### src/rtl/cnt_seq_ctrl.sv
// cnt_seq_ctrl: burst sequencer for the reloadable 7-bit terminal-count counter.
// Runs k back-to-back segments of 8n cycles (n=0 -> 128), one pulse per segment,
// a done strobe at the end, and a sticky watchdog error if co2 never arrives.
// Optional feature macro: CNT_SEQ_ABORT_EN adds the abort input / aborted output.
module cnt_seq_ctrl #(
  parameter int unsigned WD_LIMIT = 129
) (
  input  logic       clk,
  input  logic       rst,
  input  logic       start,
  input  logic [3:0] n,
  input  logic [3:0] k,
  input  logic       co2,
  output logic       Q,
  output logic       cen2,
  output logic [3:0] n_o,
  output logic       busy,
  output logic       pulse,
  output logic       done,
  output logic [4:0] remaining,
  output logic       err
`ifdef CNT_SEQ_ABORT_EN
  ,
  input  logic       abort,
  output logic       aborted
`endif
);

  typedef enum logic [1:0] {
    IDLE = 2'd0,
    LOAD = 2'd1,
    RUN  = 2'd2,
    DONE = 2'd3
  } state_t;

  state_t     state_q, state_d;
  logic [3:0] n_q, n_d;
  logic [4:0] rem_q, rem_d;
  logic [7:0] wd_q, wd_d;
  logic       err_q, err_d;
  logic       abort_hit;

`ifdef CNT_SEQ_ABORT_EN
  logic aborted_q, aborted_d;

  // Abort only counts while the counter is actually being driven.
  assign abort_hit = abort && ((state_q == LOAD) || (state_q == RUN));
  assign aborted   = aborted_q;
`else
  assign abort_hit = 1'b0;
`endif

  // Moore decodes of the registered state; pulse is the only Mealy output.
  assign Q         = (state_q == LOAD);
  assign cen2      = (state_q == RUN);
  assign busy      = (state_q != IDLE);
  assign done      = (state_q == DONE);
  assign pulse     = (state_q == RUN) && co2 && !abort_hit;
  assign n_o       = n_q;
  assign remaining = rem_q;
  assign err       = err_q;

  // Next-state and datapath update.
  always_comb begin
    state_d = state_q;
    n_d     = n_q;
    rem_d   = rem_q;
    wd_d    = wd_q;
    err_d   = err_q;
`ifdef CNT_SEQ_ABORT_EN
    aborted_d = 1'b0;
`endif
    unique case (state_q)
      IDLE: begin
        if (start) begin
          n_d     = n;
          rem_d   = (k == 4'd0) ? 5'd16 : {1'b0, k};
          err_d   = 1'b0;
          state_d = LOAD;
        end
      end
      LOAD: begin
        wd_d    = '0;
        state_d = RUN;
      end
      RUN: begin
        if (co2) begin
          rem_d   = rem_q - 5'd1;
          state_d = (rem_q == 5'd1) ? DONE : LOAD;
        end else begin
          wd_d = wd_q + 8'd1;
          if (wd_d == 8'(WD_LIMIT)) begin
            err_d   = 1'b1;
            rem_d   = '0;
            state_d = IDLE;
          end
        end
      end
      DONE: begin
        state_d = IDLE;
      end
      default: state_d = IDLE;
    endcase
    // Abort overrides whatever LOAD/RUN decided above, including a co2 hit.
    if (abort_hit) begin
      rem_d   = '0;
      state_d = IDLE;
`ifdef CNT_SEQ_ABORT_EN
      aborted_d = 1'b1;
`endif
    end
  end

  // State and datapath registers, asynchronously cleared with the counter.
  always_ff @(posedge clk or posedge rst) begin
    if (rst) begin
      state_q <= IDLE;
      n_q     <= '0;
      rem_q   <= '0;
      wd_q    <= '0;
      err_q   <= 1'b0;
    end else begin
      state_q <= state_d;
      n_q     <= n_d;
      rem_q   <= rem_d;
      wd_q    <= wd_d;
      err_q   <= err_d;
    end
  end

`ifdef CNT_SEQ_ABORT_EN
  // One-cycle abort acknowledge.
  always_ff @(posedge clk or posedge rst) begin
    if (rst) aborted_q <= 1'b0;
    else     aborted_q <= aborted_d;
  end
`endif

endmodule
### config.mk
export PLATFORM = sky130hd
export DESIGN_NAME = cnt_seq_ctrl
export DESIGN_NICKNAME = d
export VERILOG_FILES = /design/src/rtl/cnt_seq_ctrl.sv
export SDC_FILE = /design/constraint.sdc
export NUM_CORES = 1
export LEC_CHECK = 0
export ABC_AREA = 1
export CAP_MARGIN = 20
export CORE_ASPECT_RATIO = 1.5
export CORE_MARGIN = 8
export CORE_UTILIZATION = 45
export CTS_CLUSTER_DIAMETER = 60
export DETAILED_ROUTE_END_ITERATION = 6
export PLACE_DENSITY = 0.71
export SETUP_SLACK_MARGIN = 0.3
export SLEW_MARGIN = 10
export SYNTH_ARGS = -nofsm -noshare
export SYNTH_HDL_FRONTEND = slang
export SYNTH_SLANG_ARGS = --single-unit
export TNS_END_PERCENT = 30
### constraint.sdc
create_clock -name clk -period 1.98 [get_ports clk]
set_clock_uncertainty 0.05 [all_clocks]
set_input_delay 0.594 -clock clk [delete_from_list [all_inputs] [get_ports clk]]
set_output_delay 0.594 -clock clk [all_outputs]
set_load 0.03 [all_outputs]
==> results of run 1 <==
[cells by family (layout without fill, tap and decap cells)]
group | after synthesis | in the layout
xor+xnor | 1 | 1
simple gates | 85 | 85
fa+ha+maj | 4 | 4
compound gates | 22 | 22
flops | 20 | 20
buf+inv | 28 | 76
[worst max path at each step]
stage / startpoint / endpoint / slack, ns / cells past startpoint
floorplan: co2 / pulse / 0.34 / 2
global placement: co2 / pulse / -0.05 / 4
detailed placement: co2 / pulse / -0.08 / 4
CTS: state_q[0] / cen2 / 0.14 / 4
global route: state_q[0] / pulse / 0.07 / 4
finish: state_q[0] / pulse / 0.14 / 4
[cell usage after synthesis, types with 2 or more instances]
master,instances
ha_1,4
o22ai_1,6
dfrtp_1,20
inv_1,28
nor2_2,4
o21ai_0,7
nand4_1,5
nand2_4,2
o21ai_1,2
nand2_1,48
a21oi_1,4
nand3_1,14
nor2_1,9
[power by group]
group	switching [W]	internal, W	total, W
registers	0.000118	0.000529	0.000648
clock network	0.000121	0.000112	0.000233
logic	0.000846	0.000512	0.00136
total	0.00108	0.00115	0.00224
[repair_timing]
action,4_1_cts,5_1_grt
endpoints found under the setup margin,20,19
pin swaps,1,11
gates resized for setup,45,16
setup buffers,2,6
endpoints found under the hold margin,0,0
[final cells by class]
class                   instances  area (µm²)
repair buffers                 44         367
clock buffers                   4        36.3
multi-input cells             112         644
fillers                       217         790
flip-flops and latches         20         503
well taps                      24        30.0
inverters                      28         108
[worst register-to-register path, stage by stage (launching register included)]
cell     delay [ns]
dfrtp_1        0.45
ha_4           0.20
nand2_4        0.07
inv_2          0.04
nand3_2        0.06
nand3_1        0.10
nor2_2         0.17
nand3_2        0.11
nand2_4        0.14
nand2_4        0.10
nand2_2        0.07
nand2_1        0.05
[layer usage]
layer,up-vias,wire [µm],share of wire [%]
met2,31,1830,55
met3,10,137,4.1
met5,-,0,0
met4,0,95,2.8
met1,573,1290,38
li1,607,-,-
[metrics by stage]
step / setup WS, ns / utilization [%] / setup TNS (ns) / instance area (µm²)
after global routing: 0.0730 / 68.1 / 0 / 1690
after detailed placement: -0.0768 / 62.1 / -0.0768 / 1540
final: 0.142 / 68.1 / 0 / 1690
after CTS: 0.137 / 64.0 / 0 / 1590
after global placement: -0.0546 / 62.1 / -0.0546 / 1540
after floorplan: 0.341 / - / 0 / 1180
[sequential cells by signal (all words and copies together), names as in the netlist]
name       flops
state_q        2
n_o            4
err            1
wd_q           8
remaining      5
==> impl_metrics.py, run 1 <==
metrics = {
    "global_route": {
        "met1_usage_pct": 15.1,
        "grt_use_met3_pct": 3.39,
        "grt_max_degree": 21,
        "grt_pass1_vias": 1213,
        "gr-max-usage-layer": "met2",
        "grt_pass1_wl_um": 5310,
        "grt_usage_pct": 14.3,
        "antenna_found_initial": 0,
        "grt-ovfl-total": 0,
        "met2_usage_pct": 25.9,
    },
    "route": {
        "post_drt_wl_per_cell_um": 14.4,
        "route.vias.total": 1221,
        "via_per_inst": 5.26,
        "routed_wl_um": 3350,
        "drt_pre_antenna_iters": 4,
        "drcViolationCount": 0,
        "drtIter0Drc": 33,
        "ant_nets": 0,
    },
    "synthesis": {
        "synth_cells": 160,
        "synthTopCellsByArea": "dfrtp_1 (42%), nand2_1 (15%), inv_1 (8.9%)",
        "syn_area_per_cell_um2": 7.37,
        "synthAdderAreaFrac_pct": 4.24,
        "synthArstFlopShare_pct": 100,
        "yosys_warnings": 0,
        "synth_flop_cell": "dfrtp_1",
        "synth-simple-area-share_pct": 33.1,
        "synth_top_family_by_area": "simple AND/OR/NAND/NOR gates",
        "synth_edf_count": 0,
        "synth.top_cell.area_share_pct": 42.4,
        "seq_area_frac_synth_pct": 42.4,
        "synth_top_cell_by_area": "dfrtp_1",
        "synth_cell_types": 20,
        "synth_xor_xnor_area_share_pct": 0.742,
        "ys_ff_latch": 20,
        "synthMuxAreaShare_pct": 0,
        "synth_compound_area_share_pct": 10.6,
        "synthesis.nets": 176,
        "synth_area_um2": 1180,
    },
    "place": {
        "globalplace.congestion": 0.900,
        "dpl.hpwl_um": 2410,
        "port_buffers": 26,
        "dp.cells": 220,
    },
    "critical_path": {
        "r2r-start": "wd_q[0]",
        "path_buf_inv": 2,
        "path_delay_family": "flip-flops",
        "path_cells": "inv_2 > nand2_4 > nor2_4 > buf_6",
        "worst_r2r_endpoint": "remaining[1]",
        "end_kind": "output port",
        "ff2ff_setup_slack_ns": 0.28,
        "reg2reg_depth": 11,
        "crit_slowest_cell": "dfrtp_1",
        "arrival_ns": 1.19,
        "cp_max_fo": 4,
        "cp.required_ns": 1.34,
        "cp_slowest_stage_delay_ns": 0.45,
        "path_class": "reg -> out",
        "crit_path_start_kind": "flop",
    },
    "timing": {
        "report.final.slew_viol_count": 0,
        "rsz0062_at_grt": "yes",
        "finalCriticalPeriod_ns": 1.84,
        "period_share_pct": 92.8,
        "max_freq_mhz": 544,
        "hold_ws_ns": 0.443,
        "max-slew-margin-rel_pct": 79.0,
        "tightest_slew_ns": 0.315,
        "setup_viol": 0,
        "hold_viol_final": 0,
    },
    "min_path": {
        "hp-class": "reg -> reg",
        "min_from": "n_o[2]",
        "min_path_cells": 2,
        "holdPathEnd": "n_o[2]",
    },
    "cts": {
        "max-clock-path-buffers": 2,
        "cts_tree": "done",
        "clock_latency_ns": 0.29,
        "cts_hold_buf": 0,
        "cts_sinks": 20,
        "cts_made_buffers": 3,
        "htree_levels": 1,
        "path_clk_slew_ns": 0.11,
        "cts_root_buffer": "clkbuf_4",
    },
    "cells_and_area": {
        "drive_above_1_share_pct": 27.4,
        "layout_common_cells": "nand2_1 (42), inv_1 (25), buf_4 (19)",
        "area_growth_pct": 43.1,
        "final-instance-count-excl-fill": 232,
        "n_antenna_cell": 0,
        "final_common_cell": "nand2_1",
        "nets": 225,
    },
    "floorplanning": {
        "die_area_um2": 4550,
        "start_util_pct": 47.6,
        "fp.coreArea_um2": 2480,
        "die_w_um": 57.8,
        "rows": 22,
        "pin_count": 27,
        "fp.dieH_um": 78.7,
    },
    "power": {
        "ir_worst_vdd_mv": 1.11,
        "power_w": 0.00224,
        "power_density_nw_per_um2": 1330,
        "p_leak_nw": 0.870,
    },
    "job": {
        "drv_cap": 0,
    },
    "outcome": {
        "status": "finished clean",
    },
}
No activity file was read; power rests on OpenSTA's default activity.
==> inputs of run 2 (changes only) <==
- SETUP_SLACK_MARGIN: 0.3 -> 0.02
==> impl_metrics.py, run 2 (synthesis gave the netlist of run 1 again) <==
metrics = {
    "outcome": {
        "status": "finished clean",
    },
    "timing": {
        "period_share_pct": 97.7,
        "rsz0062_at_grt": "yes",
        "hold_viol_final": 0,
        "max_freq_mhz": 517,
        "totalNegativeSetupSlack_ns": 0,
        "max-slew-margin-rel_pct": 78.4,
        "report.final.slew_viol_count": 0,
        "tightest_slew_ns": 0.325,
        "setup_viol": 0,
        "hold_ws_ns": 0.444,
        "finalCriticalPeriod_ns": 1.93,
    },
    "power": {
        "p_clk_share_pct": 11.4,
        "ir_worst_vdd_mv": 1.01,
        "p_switching_w": 0.00102,
        "switching_share_pct": 48.5,
        "comb_power_share_pct": 58.2,
        "pwr-share-seq_pct": 30.4,
        "power_density_nw_per_um2": 1340,
        "p_leak_nw": 0.818,
        "p_int_w": 0.00108,
    },
    "floorplanning": {
        "fp.coreArea_um2": 2480,
        "die_area_um2": 4550,
        "die_w_um": 57.8,
        "fp.dieH_um": 78.7,
        "pin_count": 27,
        "rows": 22,
        "start_util_pct": 47.6,
    },
    "cts": {
        "cts_sinks": 20,
        "clock_latency_ns": 0.30,
        "htree_levels": 1,
        "cts_tree": "done",
        "post-cts-setup-buffers": 0,
        "cts_made_buffers": 3,
        "cts_root_buffer": "clkbuf_4",
        "max-clock-path-buffers": 2,
        "path_clk_slew_ns": 0.12,
    },
    "cells_and_area": {
        "regMostFlops": "wd_q",
        "area_growth_pct": 32.7,
        "drive_above_1_share_pct": 16.5,
        "layout_common_cells": "nand2_1 (47), inv_1 (26), dfrtp_1 (20)",
        "largest_reg_flops": 8,
        "final_common_cell": "nand2_1",
        "nets": 217,
        "fin_area_um2": 1570,
        "n_antenna_cell": 0,
        "final-instance-count-excl-fill": 224,
    },
    "job": {
        "drv_cap": 0,
    },
    "place": {
        "dpl.hpwl_um": 2410,
        "globalplace.congestion": 0.900,
        "dp.cells": 220,
        "port_buffers": 26,
        "dpl-instance-area_um2": 1540,
    },
    "critical_path": {
        "path_class": "reg -> out",
        "cp_max_fo": 4,
        "crit_path_start_kind": "flop",
        "cp.required_ns": 1.34,
        "end_kind": "output port",
        "arrival_ns": 1.29,
    },
    "global_route": {
        "grt_usage_pct": 13.8,
        "grt_pass1_wl_um": 5170,
        "grt-ovfl-total": 0,
        "grt_max_degree": 21,
        "antenna_found_initial": 0,
        "grt_pass1_vias": 1196,
    },
    "route": {
        "drcViolationCount": 0,
        "via_per_inst": 5.26,
        "post_drt_wl_per_cell_um": 13.4,
        "drtIter0Drc": 43,
        "route.vias.total": 1178,
        "ant_nets": 0,
        "drt_pre_antenna_iters": 5,
        "routed_wl_um": 3010,
    },
    "min_path": {
        "hp-class": "reg -> reg",
    },
}
-- run 2: changes by cell type in the layout (fill, tap and decap cells not counted), sizes merged --
cell | before | now
clkdlybuf4s15 | 0 | 1
buf | 26 | 13
clkbuf | 4 | 5
dlygate4sd2 | 8 | 11
-- run 2: power groups by stage --
stage               combinational [W]  sequential, W  clock (W)
floorplan                    0.000591       0.000799          0
global placement              0.00125       0.000634          0
detailed placement            0.00127       0.000641          0
CTS                           0.00122       0.000632   0.000244
global route                  0.00133       0.000651   0.000261
finish                        0.00122       0.000636   0.000239
-- run 2: worst max-delay path: stages (launching register included) --
cell and delay (ns):
dfrtp_1 0.45, nor2_2 0.16, inv_1 0.09, clkdlybuf4s15_2 0.29
-- run 2: path summary, 6_finish.rpt --
check / slack [ns] / from / depth (start not counted) / end
min in group asynchronous: 0.56 / rst / 3 / remaining[1]
worst max-delay path: 0.05 / state_q[0] / 3 / busy
max in group asynchronous: 1.11 / rst / 3 / wd_q[4]
worst min-delay path: 0.44 / n_o[2] / 2 / n_o[2]
worst min register to register: 0.44 / n_o[2] / 2 / n_o[2]
worst max register to register: 0.26 / wd_q[1] / 11 / remaining[1]
-- run 2: repair_timing --
action	in CTS	in global routing
pin swaps	1	0
setup endpoints to repair	14	3
resized for setup	18	4
hold buffers	0	0
-- run 2: layout make-up --
type / count / area [µm²]
multi-input cells: 112 / 579
well taps: 24 / 30.0
inverters: 28 / 105
flip-flops and latches: 20 / 500
fillers: 230 / 912
repair buffers: 36 / 314
clock buffers: 4 / 36.3
-- run 2: stage by stage --
step                      utilization, %  setup WS, ns  total power (W)
after CTS                           63.2        0.0138          0.00210
after detailed placement            62.1       -0.0768          0.00192
after global routing                63.2       -0.0211          0.00225
after floorplan                        -         0.341          0.00139
after global placement              62.1       -0.0546          0.00189
final                               63.2        0.0457          0.00209
-- run 2: per-layer routing --
metal  GRT usage, %  vias up  share of wire [%]
li1               -      594                  -
met1           14.9      546                 39
met2           25.0       32                 54
met3           3.23        6                5.5
met4           5.67        0                1.4
met5              0        -                  0
==> inputs of run 3 (changes only) <==
- CORE_UTILIZATION: 45 -> 40
- PLACE_DENSITY: 0.71 -> 0.77
==> impl_metrics.py, run 3 (synthesis gave the netlist of run 1 again) <==
metrics = {
    "critical_path": {
        "ff2ff_setup_slack_ns": 0.23,
        "end_kind": "output port",
        "arrival_ns": 1.27,
        "r2r-start": "wd_q[1]",
        "cp.required_ns": 1.34,
        "path_buf_inv": 1,
        "crit_path_start_kind": "flop",
        "cp_slowest_stage_delay_ns": 0.68,
        "worst_r2r_endpoint": "remaining[4]",
        "reg2reg_depth": 11,
        "crit_slowest_cell": "clkdlybuf4s50_1",
        "cp_max_fo": 2,
        "path_class": "reg -> out",
        "path_delay_family": "buffers and inverters",
        "path_cells": "clkdlybuf4s50_1",
    },
    "timing": {
        "tightest_slew_ns": 0.321,
        "max_freq_mhz": 522,
        "hold_viol_final": 0,
        "rsz0062_at_grt": "no",
        "max-slew-margin-rel_pct": 78.6,
        "period_share_pct": 96.8,
        "finalCriticalPeriod_ns": 1.92,
        "hold_ws_ns": 0.422,
        "report.final.slew_viol_count": 0,
        "setup_viol": 0,
    },
    "min_path": {
        "holdPathEnd": "n_o[3]",
        "min_from": "n_o[3]",
        "hp-class": "reg -> reg",
        "min_path_cells": 2,
    },
    "cells_and_area": {
        "area_growth_pct": 39.1,
        "n_antenna_cell": 0,
        "nets": 218,
        "largest_reg_flops": 8,
        "final_common_cell": "nand2_1",
        "drive_above_1_share_pct": 14.9,
        "layout_common_cells": "nand2_1 (47), inv_1 (28), dfrtp_1 (20)",
        "fin_util_pct": 57.5,
        "regMostFlops": "wd_q",
        "n_fill_cell": 268,
    },
    "route": {
        "via_per_inst": 4.75,
        "drt_pre_antenna_iters": 4,
        "drtIter0Drc": 42,
        "drcViolationCount": 0,
        "ant_nets": 0,
        "routed_wl_um": 2810,
        "route.vias.total": 1141,
        "post_drt_wl_per_cell_um": 11.7,
    },
    "cts": {
        "cts_root_buffer": "clkbuf_8",
        "cts_sinks": 20,
        "cts_hold_buf": 0,
        "path_clk_slew_ns": 0.07,
        "post-cts-setup-buffers": 0,
        "max-clock-path-buffers": 2,
        "clock_latency_ns": 0.25,
        "cts_made_buffers": 3,
        "htree_levels": 1,
        "cts_tree": "done",
    },
    "floorplanning": {
        "die_area_um2": 4980,
        "rows": 24,
        "die_w_um": 60.3,
        "start_util_pct": 41.4,
        "fp.dieH_um": 82.5,
        "fp.coreArea_um2": 2850,
        "pin_count": 27,
    },
    "global_route": {
        "antenna_found_initial": 0,
        "grt_pass1_vias": 1152,
        "grt_max_degree": 21,
        "grt_pass1_wl_um": 4620,
        "grt_usage_pct": 12.0,
        "grt-ovfl-total": 0,
    },
    "outcome": {
        "status": "finished clean",
    },
    "place": {
        "port_buffers": 26,
        "globalplace.congestion": 0.858,
        "dpl.hpwl_um": 2240,
    },
    "power": {
        "power_density_nw_per_um2": 1320,
        "p_leak_nw": 0.898,
        "ir_worst_vdd_mv": 0.861,
    },
    "job": {
        "drv_cap": 0,
    },
}
-- run 3: cell types whose count changed in the layout (fill, tap and decap cells not counted), sizes merged --
cell           before  now
dlygate4sd2        11    5
buf                13   14
dlymetal6s2s        0    6
clkdlybuf4s50      10   11
clkdlybuf4s15       1    0
-- run 3: how the worst max path moves through the flow --
stage	from	to	slack, ns	cells after the start
2_1_floorplan	co2	pulse	0.34	2
3_3_place_gp	co2	pulse	-0.12	4
3_5_place_dp	co2	pulse	-0.12	4
4_1_cts	state_q[0]	busy	0.03	3
5_1_grt	n_o[2]	n_o[2]	0.02	1
6_report	n_o[2]	n_o[2]	0.06	1
-- run 3: what timing repair did --
item	in CTS	in global routing
endpoints found under the setup margin	6	8
pin swaps	1	0
gates cloned	0	0
gates resized for setup	8	8
-- run 3: cell type report --
cell class	count	area (µm²)	area share (%)
Tap cell	39	48.8	2.97
Multi-Input combinational cell	112	577	35.1
Inverter	28	105	6.40
Clock buffer	4	55.1	3.35
Timing Repair Buffer	37	355	21.6
Sequential cell	20	500	30.5
-- run 3: power breakdown --
group | leakage (nW) | internal, W | switching, W
combinational | 0.607 | 0.000482 | 0.000756
sequential | 0.262 | 0.000528 | 0.000101
clock | 0.0288 | 0.000177 | 0.000129
total | 0.898 | 0.00119 | 0.000986
-- run 3: through the flow --
step | setup WS [ns] | TNS (ns) | instances | instance area, µm² | power (W)
floorplan | 0.341 | 0 | 160 | 1180 | 0.00139
global placement | -0.124 | -0.124 | 236 | 1580 | 0.00190
detailed placement | -0.121 | -0.121 | 236 | 1580 | 0.00192
CTS | 0.0289 | 0 | 240 | 1630 | 0.00221
global route | 0.0239 | 0 | 240 | 1640 | 0.00233
finish | 0.0638 | 0 | 240 | 1640 | 0.00217
-- run 3: per-layer routing --
layer / vias to the layer above / global-route usage, % / part of all wire, %
met5: - / 0 / 0
met4: 0 / 5.52 / 1.6
met3: 4 / 2.33 / 2.4
met2: 18 / 21.5 / 54
met1: 524 / 13.1 / 42
li1: 595 / - / -
